<file path="src/rtl/mat_pkg.sv">
// mat_pkg: widths, the pixel full-scale constant and the signed gradient type
// shared by the 3x3 kernel blocks of the image pipeline.
package mat_pkg;

  localparam int PIX_W  = 8;
  localparam int GRAD_W = 11;
  localparam int CNT_W  = 11;

  localparam logic [PIX_W-1:0] PIX_MAX = 8'd255;

  // Signed gradient; a 3x3 kernel with weights 1-2-1 on 8-bit pixels spans +/-1020.
  typedef logic signed [GRAD_W-1:0] grad_t;

endpackage

</file>
<file path="src/rtl/mat_sobel_grad.sv">
// mat_sobel_grad: Sobel Gx/Gy of a 3x3 window, registered one edge after the
// window is presented. pRC: R = 1 top .. 3 bottom, C = 1 oldest .. 3 newest.
module mat_sobel_grad #(
  parameter int PIX_W = mat_pkg::PIX_W
) (
  input  logic               clk,
  input  logic [PIX_W-1:0]   p11,
  input  logic [PIX_W-1:0]   p12,
  input  logic [PIX_W-1:0]   p13,
  input  logic [PIX_W-1:0]   p21,
  input  logic [PIX_W-1:0]   p22,
  input  logic [PIX_W-1:0]   p23,
  input  logic [PIX_W-1:0]   p31,
  input  logic [PIX_W-1:0]   p32,
  input  logic [PIX_W-1:0]   p33,
  output mat_pkg::grad_t     gx_q,
  output mat_pkg::grad_t     gy_q
);
  import mat_pkg::*;

  grad_t e11, e12, e13, e21, e23, e31, e32, e33;
  grad_t gx_d, gy_d;

  // The centre pixel carries zero weight in both kernels.
  logic unused_centre;
  assign unused_centre = ^p22;

  // Weighted column and row differences in signed arithmetic
  always_comb begin
    e11  = grad_t'(p11);
    e12  = grad_t'(p12);
    e13  = grad_t'(p13);
    e21  = grad_t'(p21);
    e23  = grad_t'(p23);
    e31  = grad_t'(p31);
    e32  = grad_t'(p32);
    e33  = grad_t'(p33);
    gx_d = (e13 + (e23 <<< 1) + e33) - (e11 + (e21 <<< 1) + e31);
    gy_d = (e31 + (e32 <<< 1) + e33) - (e11 + (e12 <<< 1) + e13);
  end

  // Stage A register; data only, qualified by the valid bit kept in the parent
  always_ff @(posedge clk) begin
    gx_q <= gx_d;
    gy_q <= gy_d;
  end

endmodule

</file>
<file path="src/rtl/mat_sobel.sv">
// mat_sobel: assembles a 3x3 window from three row taps (one column per
// mat_en beat) and emits one Sobel edge pixel per beat, two edges later.
// Build macro MAT_SOBEL_THRESH_EN: binarise the saturated magnitude against
// threshold (255 / 0); without it edge_pix is the saturated magnitude.
module mat_sobel #(
  parameter int PIX_W = mat_pkg::PIX_W,
  parameter int CNT_W = mat_pkg::CNT_W
) (
  input  logic               clk,
  input  logic               rst,
  input  logic [PIX_W-1:0]   mat_r1,
  input  logic [PIX_W-1:0]   mat_r2,
  input  logic [PIX_W-1:0]   mat_r3,
  input  logic               mat_en,
  input  logic [CNT_W-1:0]   col_num,
  input  logic [CNT_W-1:0]   row_num,
  input  logic [PIX_W-1:0]   threshold,
  output logic [PIX_W-1:0]   edge_pix,
  output logic               edge_en,
  output logic               frame_done
);
  import mat_pkg::*;

  localparam logic [CNT_W-1:0] CNT_ONE = CNT_W'(1);
  localparam logic [CNT_W-1:0] CNT_TWO = CNT_W'(2);

  // Window columns: index 0 oldest, 2 newest
  logic [PIX_W-1:0] top_q [3];
  logic [PIX_W-1:0] top_d [3];
  logic [PIX_W-1:0] mid_q [3];
  logic [PIX_W-1:0] mid_d [3];
  logic [PIX_W-1:0] bot_q [3];
  logic [PIX_W-1:0] bot_d [3];

  logic [CNT_W-1:0] col_cnt_q, col_cnt_d;
  logic [CNT_W-1:0] row_cnt_q, row_cnt_d;
  logic [CNT_W-1:0] col_lim_q, col_lim_d;
  logic [CNT_W-1:0] row_lim_q, row_lim_d;
  logic [CNT_W-1:0] col_lim, row_lim;
  logic             col_last, row_last;

  logic vld_p0_q, vld_p0_d, brd_p0_q, brd_p0_d, last_p0_q, last_p0_d;
  logic vld_p1_q, vld_p1_d, brd_p1_q, brd_p1_d, last_p1_q, last_p1_d;

  grad_t            gx_p1_q, gy_p1_q;
  logic [GRAD_W-1:0] mag_p1;
  logic [PIX_W-1:0] sat_p1, res_p1;

  logic [PIX_W-1:0] edge_pix_q, edge_pix_d;
  logic             edge_en_q, edge_en_d;
  logic             frame_done_q, frame_done_d;

  function automatic logic [GRAD_W-1:0] abs_grad(input grad_t g);
    logic [GRAD_W-1:0] u;
    u = g[GRAD_W-1] ? -g : g;
    return u;
  endfunction

  function automatic logic [PIX_W-1:0] sat_pix(input logic [GRAD_W-1:0] m);
    if (m > {{(GRAD_W-PIX_W){1'b0}}, PIX_MAX}) return PIX_MAX;
    return m[PIX_W-1:0];
  endfunction

`ifndef MAT_SOBEL_THRESH_EN
  logic unused_threshold;
  assign unused_threshold = ^threshold;
`endif

  // Window shift, column/row counters and per-beat control tags
  always_comb begin
    top_d     = top_q;
    mid_d     = mid_q;
    bot_d     = bot_q;
    col_cnt_d = col_cnt_q;
    row_cnt_d = row_cnt_q;
    col_lim_d = col_lim_q;
    row_lim_d = row_lim_q;
    // Geometry is taken live at the start of a row / frame and held until the
    // matching wrap, so port changes mid-row cannot split a row.
    col_lim   = (col_cnt_q == '0) ? col_num : col_lim_q;
    row_lim   = (col_cnt_q == '0 && row_cnt_q == '0) ? row_num : row_lim_q;
    col_last  = (col_cnt_q == col_lim - CNT_ONE);
    row_last  = (row_cnt_q == row_lim - CNT_ONE);
    vld_p0_d  = mat_en;
    brd_p0_d  = (col_cnt_q < CNT_TWO);
    last_p0_d = 1'b0;
    if (mat_en) begin
      top_d     = '{top_q[1], top_q[2], mat_r3};
      mid_d     = '{mid_q[1], mid_q[2], mat_r2};
      bot_d     = '{bot_q[1], bot_q[2], mat_r1};
      col_lim_d = col_lim;
      row_lim_d = row_lim;
      last_p0_d = col_last && row_last;
      if (col_last) begin
        col_cnt_d = '0;
        row_cnt_d = row_last ? '0 : row_cnt_q + CNT_ONE;
      end else begin
        col_cnt_d = col_cnt_q + CNT_ONE;
      end
    end
  end

  // ---- stage A: gradients registered in the sub-module ----
  mat_sobel_grad #(.PIX_W(PIX_W)) u_grad (
    .clk  (clk),
    .p11  (top_q[0]), .p12 (top_q[1]), .p13 (top_q[2]),
    .p21  (mid_q[0]), .p22 (mid_q[1]), .p23 (mid_q[2]),
    .p31  (bot_q[0]), .p32 (bot_q[1]), .p33 (bot_q[2]),
    .gx_q (gx_p1_q),
    .gy_q (gy_p1_q)
  );

  // Control tags travel with the stage A gradients
  always_comb begin
    vld_p1_d  = vld_p0_q;
    brd_p1_d  = brd_p0_q;
    last_p1_d = last_p0_q;
  end

  // ---- stage B: magnitude, saturation, optional binarisation, border mask ----
  always_comb begin
    mag_p1 = abs_grad(gx_p1_q) + abs_grad(gy_p1_q);
    sat_p1 = sat_pix(mag_p1);
`ifdef MAT_SOBEL_THRESH_EN
    res_p1 = (sat_p1 >= threshold) ? PIX_MAX : '0;
`else
    res_p1 = sat_p1;
`endif
    edge_pix_d   = edge_pix_q;
    if (vld_p1_q) edge_pix_d = brd_p1_q ? '0 : res_p1;
    edge_en_d    = vld_p1_q;
    frame_done_d = vld_p1_q && last_p1_q;
  end

  // State registers; reset clears the window, counters, valids and output
  always_ff @(posedge clk) begin
    if (rst) begin
      top_q        <= '{default: '0};
      mid_q        <= '{default: '0};
      bot_q        <= '{default: '0};
      col_cnt_q    <= '0;
      row_cnt_q    <= '0;
      col_lim_q    <= '0;
      row_lim_q    <= '0;
      vld_p0_q     <= 1'b0;
      brd_p0_q     <= 1'b0;
      last_p0_q    <= 1'b0;
      vld_p1_q     <= 1'b0;
      brd_p1_q     <= 1'b0;
      last_p1_q    <= 1'b0;
      edge_pix_q   <= '0;
      edge_en_q    <= 1'b0;
      frame_done_q <= 1'b0;
    end else begin
      top_q        <= top_d;
      mid_q        <= mid_d;
      bot_q        <= bot_d;
      col_cnt_q    <= col_cnt_d;
      row_cnt_q    <= row_cnt_d;
      col_lim_q    <= col_lim_d;
      row_lim_q    <= row_lim_d;
      vld_p0_q     <= vld_p0_d;
      brd_p0_q     <= brd_p0_d;
      last_p0_q    <= last_p0_d;
      vld_p1_q     <= vld_p1_d;
      brd_p1_q     <= brd_p1_d;
      last_p1_q    <= last_p1_d;
      edge_pix_q   <= edge_pix_d;
      edge_en_q    <= edge_en_d;
      frame_done_q <= frame_done_d;
    end
  end

  assign edge_pix   = edge_pix_q;
  assign edge_en    = edge_en_q;
  assign frame_done = frame_done_q;

endmodule

</file>
<file path="config.mk">
export PLATFORM = sky130hd
export DESIGN_NAME = mat_sobel
export DESIGN_NICKNAME = d
export VERILOG_FILES = /design/src/rtl/mat_pkg.sv /design/src/rtl/mat_sobel_grad.sv /design/src/rtl/mat_sobel.sv
export SDC_FILE = /design/constraint.sdc
export NUM_CORES = 1
export LEC_CHECK = 0
export CAP_MARGIN = 0
export CORE_UTILIZATION = 57
export CTS_CLUSTER_SIZE = 24
export DETAILED_ROUTE_END_ITERATION = 12
export GPL_TIMING_DRIVEN = 1
export PLACE_DENSITY = 0.87
export SLEW_MARGIN = 5
export SYNTH_ARGS = -nofsm -noshare
export SYNTH_HDL_FRONTEND = slang
export SYNTH_SLANG_ARGS = --single-unit
</file>
<file path="constraint.sdc">
create_clock -name clk -period 4.9 [get_ports clk]
set_input_delay 0.49 -clock clk [delete_from_list [all_inputs] [get_ports clk]]
set_output_delay 0.49 -clock clk [all_outputs]
set_load 0.1 [all_outputs]
</file>
==> results.cfg, run 1 <==
[die]
initial_utilization_pct = 57.99
rows = 49
die-area_um2 = 18820
die_w_um = 137.2
die_h_um = 137.2
coreArea_um2 = 17960
pin_count = 67

[layout]
syn_to_final_growth_pct = 12.76
antenna_cells = 0
multiInputGateArea_um2 = 6654
drive_gt1_share_pct = 4.720
register_area_um2 = 3083
fin_nets = 1405
fillers = 1407

[global_routing]
grt_pass1_wl_mm = 38.30
gr-total-overflow = 0
grt_max_degree = 79
grt_pass1_vias = 8215
grt_use_total_pct = 25.53
antenna_found_initial = 0

[worst_setup_path]
worstPathArrival_ns = 4.83
reg2regPathDepth = 16
path_class = reg2reg
rrSetupSlack_ns = 0.37
cp_max_fo = 12
start_kind = flop
timing.rr.end = col_cnt_q[7]
cp-end-kind = flop
r2r-start = col_cnt_q[0]
critical_path.startpoint = col_cnt_q[0]
worstPathRequired_ns = 5.20

[logic_synthesis]
synthFlopType = dfxtp_1
synthCells = 1194
ys_seq_elements = 154
synth.most_common_cell = nor2_1
yosysTopAreaCell = dfxtp_1
yosys_warnings = 0
syn_area_per_cell_um2 = 8.724
yosys-top-cells-area = dfxtp_1 30%, mux2i_1 9.1%, ha_1 8.9%
synth_top_area_share_pct = 29.60
synth_cell_type_count = 70
yosysSeqAreaShare_pct = 29.60
netlist_area_um2 = 10420
synth_edf_count = 0
synth_common_cells = 155 x nor2_1, 154 x dfxtp_1, 125 x inv_1
synthArstFlopShare_pct = 0
synth.net_count = 1362

[sta]
slew-limit-headroom_pct = 25.83
tns_ns = 0
rsz0062_at_grt = no
finalHoldViolCount = 0
period_minus_slack_ns = 4.526
fin_ws_ns = 0.3740
max_freq_ghz = 0.2209
tightestPinTransition_ns = 1.099
drv_slew = 0
setup_viol = 0
period_share_pct = 92.37
fin_skew_ns = 0.009102

[route]
antenna_left = 0
routedWlPerCell_um = 15.40
vias_per_cell = 5.784
drcViolationCount = 0
first_pass_iters = 6
wirelength_mm = 22.78
vias = 8555
drt_iter0_markers = 510

[worst_hold_path]
hp-start = last_p1_q
worstHoldPathCells = 1
hold_end = frame_done
min_path_type = reg2reg

[clocking]
cts-root-buf = clkbuf_16
cts-buffers-inserted = 17
clock_sinks = 154
cts_tree = yes
cts.hold.buffers_added = 0
clock_path_buffers = 2
ctsResizeCount = 0
clkSlewWorstSetupHoldPaths_ns = 0.06
clk_latency_ns = 0.43
htreeDepth = 4
post-cts-setup-buffer-count = 0

[power]
p_leak_nw = 5.140
power_density_nw_per_um2 = 433.3
vdd_drop_max_v = 0.0005796

[place]
dp_slack_ns = 0.5053
place_hpwl_mm = 16.11
portBuffers = 58
gp_congestion = 0.8998

[run_status]
status = finished clean

[job]
maxCapViolCount = 0
-- worst max path at each step --
stage	endpoint	cells after the start
floorplan	row_cnt_q[9]	18
global placement	col_cnt_q[0]	16
detailed placement	col_cnt_q[7]	16
CTS	col_cnt_q[7]	16
global route	col_cnt_q[8]	16
finish	col_cnt_q[7]	16
-- worst max-delay path, stage by stage (launching register included) --
cell and delay (ns):
dfxtp_1 0.36, inv_1 0.14, ha_1 0.16, nor4b_4 0.19
buf_4 0.22, and3_1 0.25, mux2i_1 0.42, ha_1 0.36
nor4b_1 0.34, nand3_1 0.12, mux2i_1 0.20, xnor2_1 0.17
a2111oi_4 0.32, nand4b_2 0.34, buf_4 0.29, o21ai_2 0.40
nor2_1 0.11
-- logic make-up after synthesis --
group	Yosys count	share of synthesized area (%)
mux	95	9.129
xor+xnor	89	7.484
compound gates	209	13.73
flops	154	29.60
buf+inv	168	6.523
simple gates	368	17.54
fa+ha+maj	111	16.00
-- final cells by class --
| type | count | area share [%] |
|---|---|---|
| Clock buffer | 19 | 3.771 |
| Tap cell | 229 | 2.440 |
| Multi-Input combinational cell | 872 | 56.65 |
| Inverter | 125 | 3.995 |
| Timing Repair Buffer | 67 | 5.476 |
| Clock inverter | 13 | 1.417 |
| Sequential cell | 154 | 26.25 |
-- registers in the layout (all words and copies together), names as in the netlist, 8 cells and up --
register and count:
row_lim_q 11, top_q 24, col_cnt_q 11, row_cnt_q 11, edge_pix 8, col_lim_q 11
mid_q 24, u_grad.gy_q 11, u_grad.gx_q 11, bot_q 24
-- power by group --
| part | switching (mW) | internal [mW] |
|---|---|---|
| combinational | 1.22 | 0.943 |
| sequential | 0.153 | 1.41 |
| clock | 0.544 | 0.818 |
| total | 1.92 | 3.17 |
-- layer usage --
metal | vias up | GRT usage, % | part of all wire [%]
met5 | - | 0 | 0
met4 | 0 | 9.035 | 2.0
met3 | 52 | 4.121 | 4.3
met2 | 246 | 43.18 | 48
met1 | 4045 | 32.85 | 45
li1 | 4212 | - | -
-- per-stage QoR --
step	hold WS, ns	instances	cell area [um^2]	utilization (%)	power, mW
4_1_cts	0.4282	1479	11750	65.38	5.093
3_5_place_dp	0.4147	1447	11140	61.99	3.710
3_3_place_gp	0.4113	1447	11140	61.99	3.642
5_1_grt	0.4468	1479	11750	65.38	5.418
6_report	0.4247	1479	11750	65.38	5.089
2_1_floorplan	0.4057	1194	10420	-	3.295
-- placed cells by master, fill, tap and decap left out, types with 11 or more instances in the layout --
cell and count:
nand4_1 15, xor2_1 28, buf_4 11, o21ai_0 40, dfxtp_1 154, nand2_1 41
nor4_1 14, clkbuf_16 17, a21oi_1 54, nor2b_1 20, ha_1 74, nand2b_1 12
o31ai_1 11, xnor2_1 61, nand3_1 27, or3_1 16, fa_1 37, inv_1 125
nor3_1 23, clkdlybuf4s50_1 56, mux2i_1 95, nor2_1 155, o21bai_1 15
Power figures use the tool's default switching activity.
==> run 2, diff against run 1 <==
- CORE_ASPECT_RATIO: unset -> 2
==> run 2 against run 1 <==
Clock skew is 0.00094 ns lower. Final cell count is 0.88% lower. Worst hold slack got worse by 0.084 ns. Sequential power about the same. Sequential share of layout area fell by 0.084 points. Non-clock buffer count increased by 3. Sequential cell count unchanged. Core utilization grew 0.87 points.
==> results.cfg, run 2 (synthesis results as in run 1) <==
[power]
p_leak_nw = 5.180
power_density_nw_per_um2 = 443.8
vdd_drop_max_v = 0.0003106

[die]
coreArea_um2 = 17780
die_w_um = 97.59
die_h_um = 193.2
initial_utilization_pct = 58.57
pin_count = 67
die-area_um2 = 18850
rows = 69

[worst_setup_path]
path_class = reg2reg
cp-end-kind = flop
rrSetupSlack_ns = 0.43
start_kind = flop
timing.rr.end = row_cnt_q[2]
reg2regPathDepth = 16
worstPathArrival_ns = 4.80
r2r-start = col_cnt_q[1]
worstPathRequired_ns = 5.23
cp_max_fo = 9

[clocking]
clkSlewWorstSetupHoldPaths_ns = 0.06
cts_tree = yes
clk_latency_ns = 0.45
cts.hold.buffers_added = 0
cts-root-buf = clkbuf_16
post-cts-setup-buffer-count = 0
clock_path_buffers = 2
htreeDepth = 4
cts-buffers-inserted = 17
clock_sinks = 154

[layout]
fin_nets = 1408
fin_cells = 1466
layout_common_cells = 155 x nor2_1, 154 x dfxtp_1, 125 x inv_1, 95 x mux2i_1, 74 x ha_1
top_regs = bot_q: 24 flops, mid_q: 24 flops, top_q: 24 flops
drive_gt1_share_pct = 5.028
final_area_um2 = 11780
antenna_cells = 0
final_common_cell = nor2_1
syn_to_final_growth_pct = 13.12

[global_routing]
grt_pass1_wl_mm = 40.95
gr-total-overflow = 0
grt_use_total_pct = 27.23
grt_max_degree = 92
antenna_found_initial = 0
grt_pass1_vias = 9082

[place]
portBuffers = 58
place_area_um2 = 11140
gp_congestion = 0.9326
place_hpwl_mm = 18.56
dp_cells = 1434
dp_slack_ns = 0.3855

[route]
wirelength_mm = 24.80
vias = 8781
vias_per_cell = 5.990
routedWlPerCell_um = 16.92
antenna_left = 0
drcViolationCount = 0
first_pass_iters = 5
drt_iter0_markers = 249

[worst_hold_path]
hp-start = rst
worstHoldPathCells = 2
min_path_type = in2reg
hold_end = vld_p0_q

[sta]
max_freq_ghz = 0.2235
finalHoldViolCount = 0
holdWs_ns = 0.3410
setup_viol = 0
slew-limit-headroom_pct = 29.05
fin_ws_ns = 0.4265
period_minus_slack_ns = 4.473
period_share_pct = 91.30
drv_slew = 0
tns_ns = 0
tightestPinTransition_ns = 1.064
rsz0062_at_grt = no
fin_skew_ns = 0.008159

[job]
maxCapViolCount = 0

[run_status]
status = finished clean
==> run 2: how the worst max path moves through the flow <==
stage / to / startpoint
final: row_cnt_q[2] / col_cnt_q[1]
after detailed placement: row_cnt_q[0] / col_cnt_q[0]
after CTS: row_cnt_q[0] / col_cnt_q[0]
after global routing: row_cnt_q[5] / col_cnt_q[0]
after floorplan: row_cnt_q[9] / col_cnt_q[0]
after global placement: row_cnt_q[6] / col_cnt_q[0]
==> run 2: critical path, cell delays in order, from the launching register on <==
cell and delay, ns:
dfxtp_1 0.37, inv_1 0.11, ha_1 0.14, nor4b_4 0.23, buf_4 0.21, nand3_1 0.27
o21ai_0 0.38, and2_1 0.20, ha_1 0.24, nand2b_1 0.17, nor3_1 0.42, xor2_1 0.11
a2111oi_0 0.50, nor3_1 0.20, o41ai_4 0.50, buf_4 0.24, a21oi_1 0.05
==> run 2: per-stage QoR <==
stage	utilization, %	total power, mW
after global routing	66.25	5.559
after detailed placement	62.63	3.799
after global placement	62.63	3.712
final	66.25	5.229
after CTS	66.19	5.234
after floorplan	-	3.295
==> run 2: metal layers <==
metal	routed length (um)	vias to the layer above	GRT usage, %
met1	8403	4211	23.30
met5	0	-	0
li1	-	4226	-
met2	14340	237	56.72
met3	696	107	3.749
met4	1360	0	17.59
==> run 2: area by class of cell <==
class,count,area [um^2]
multi-input cells,872,6665
fillers,1376,6002
flip-flops and latches,154,3083
repair buffers,70,665.6
inverters,125,469.2
clock buffers,19,452.9
well taps,213,266.5
clock inverters,13,180.2
==> run 2: power breakdown <==
group          switching [mW]  leakage, nW  total, mW  internal, mW
logic                    1.27         3.61       2.23         0.960
clock network           0.580        0.305       1.42         0.842
registers               0.164         1.26       1.57          1.41
total                    2.02         5.18       5.23          3.21
==> run 2: repair_timing <==
action	4_1_cts	5_1_grt
hold endpoints to repair	0	0
resized for setup	0	1
setup endpoints to repair	0	6
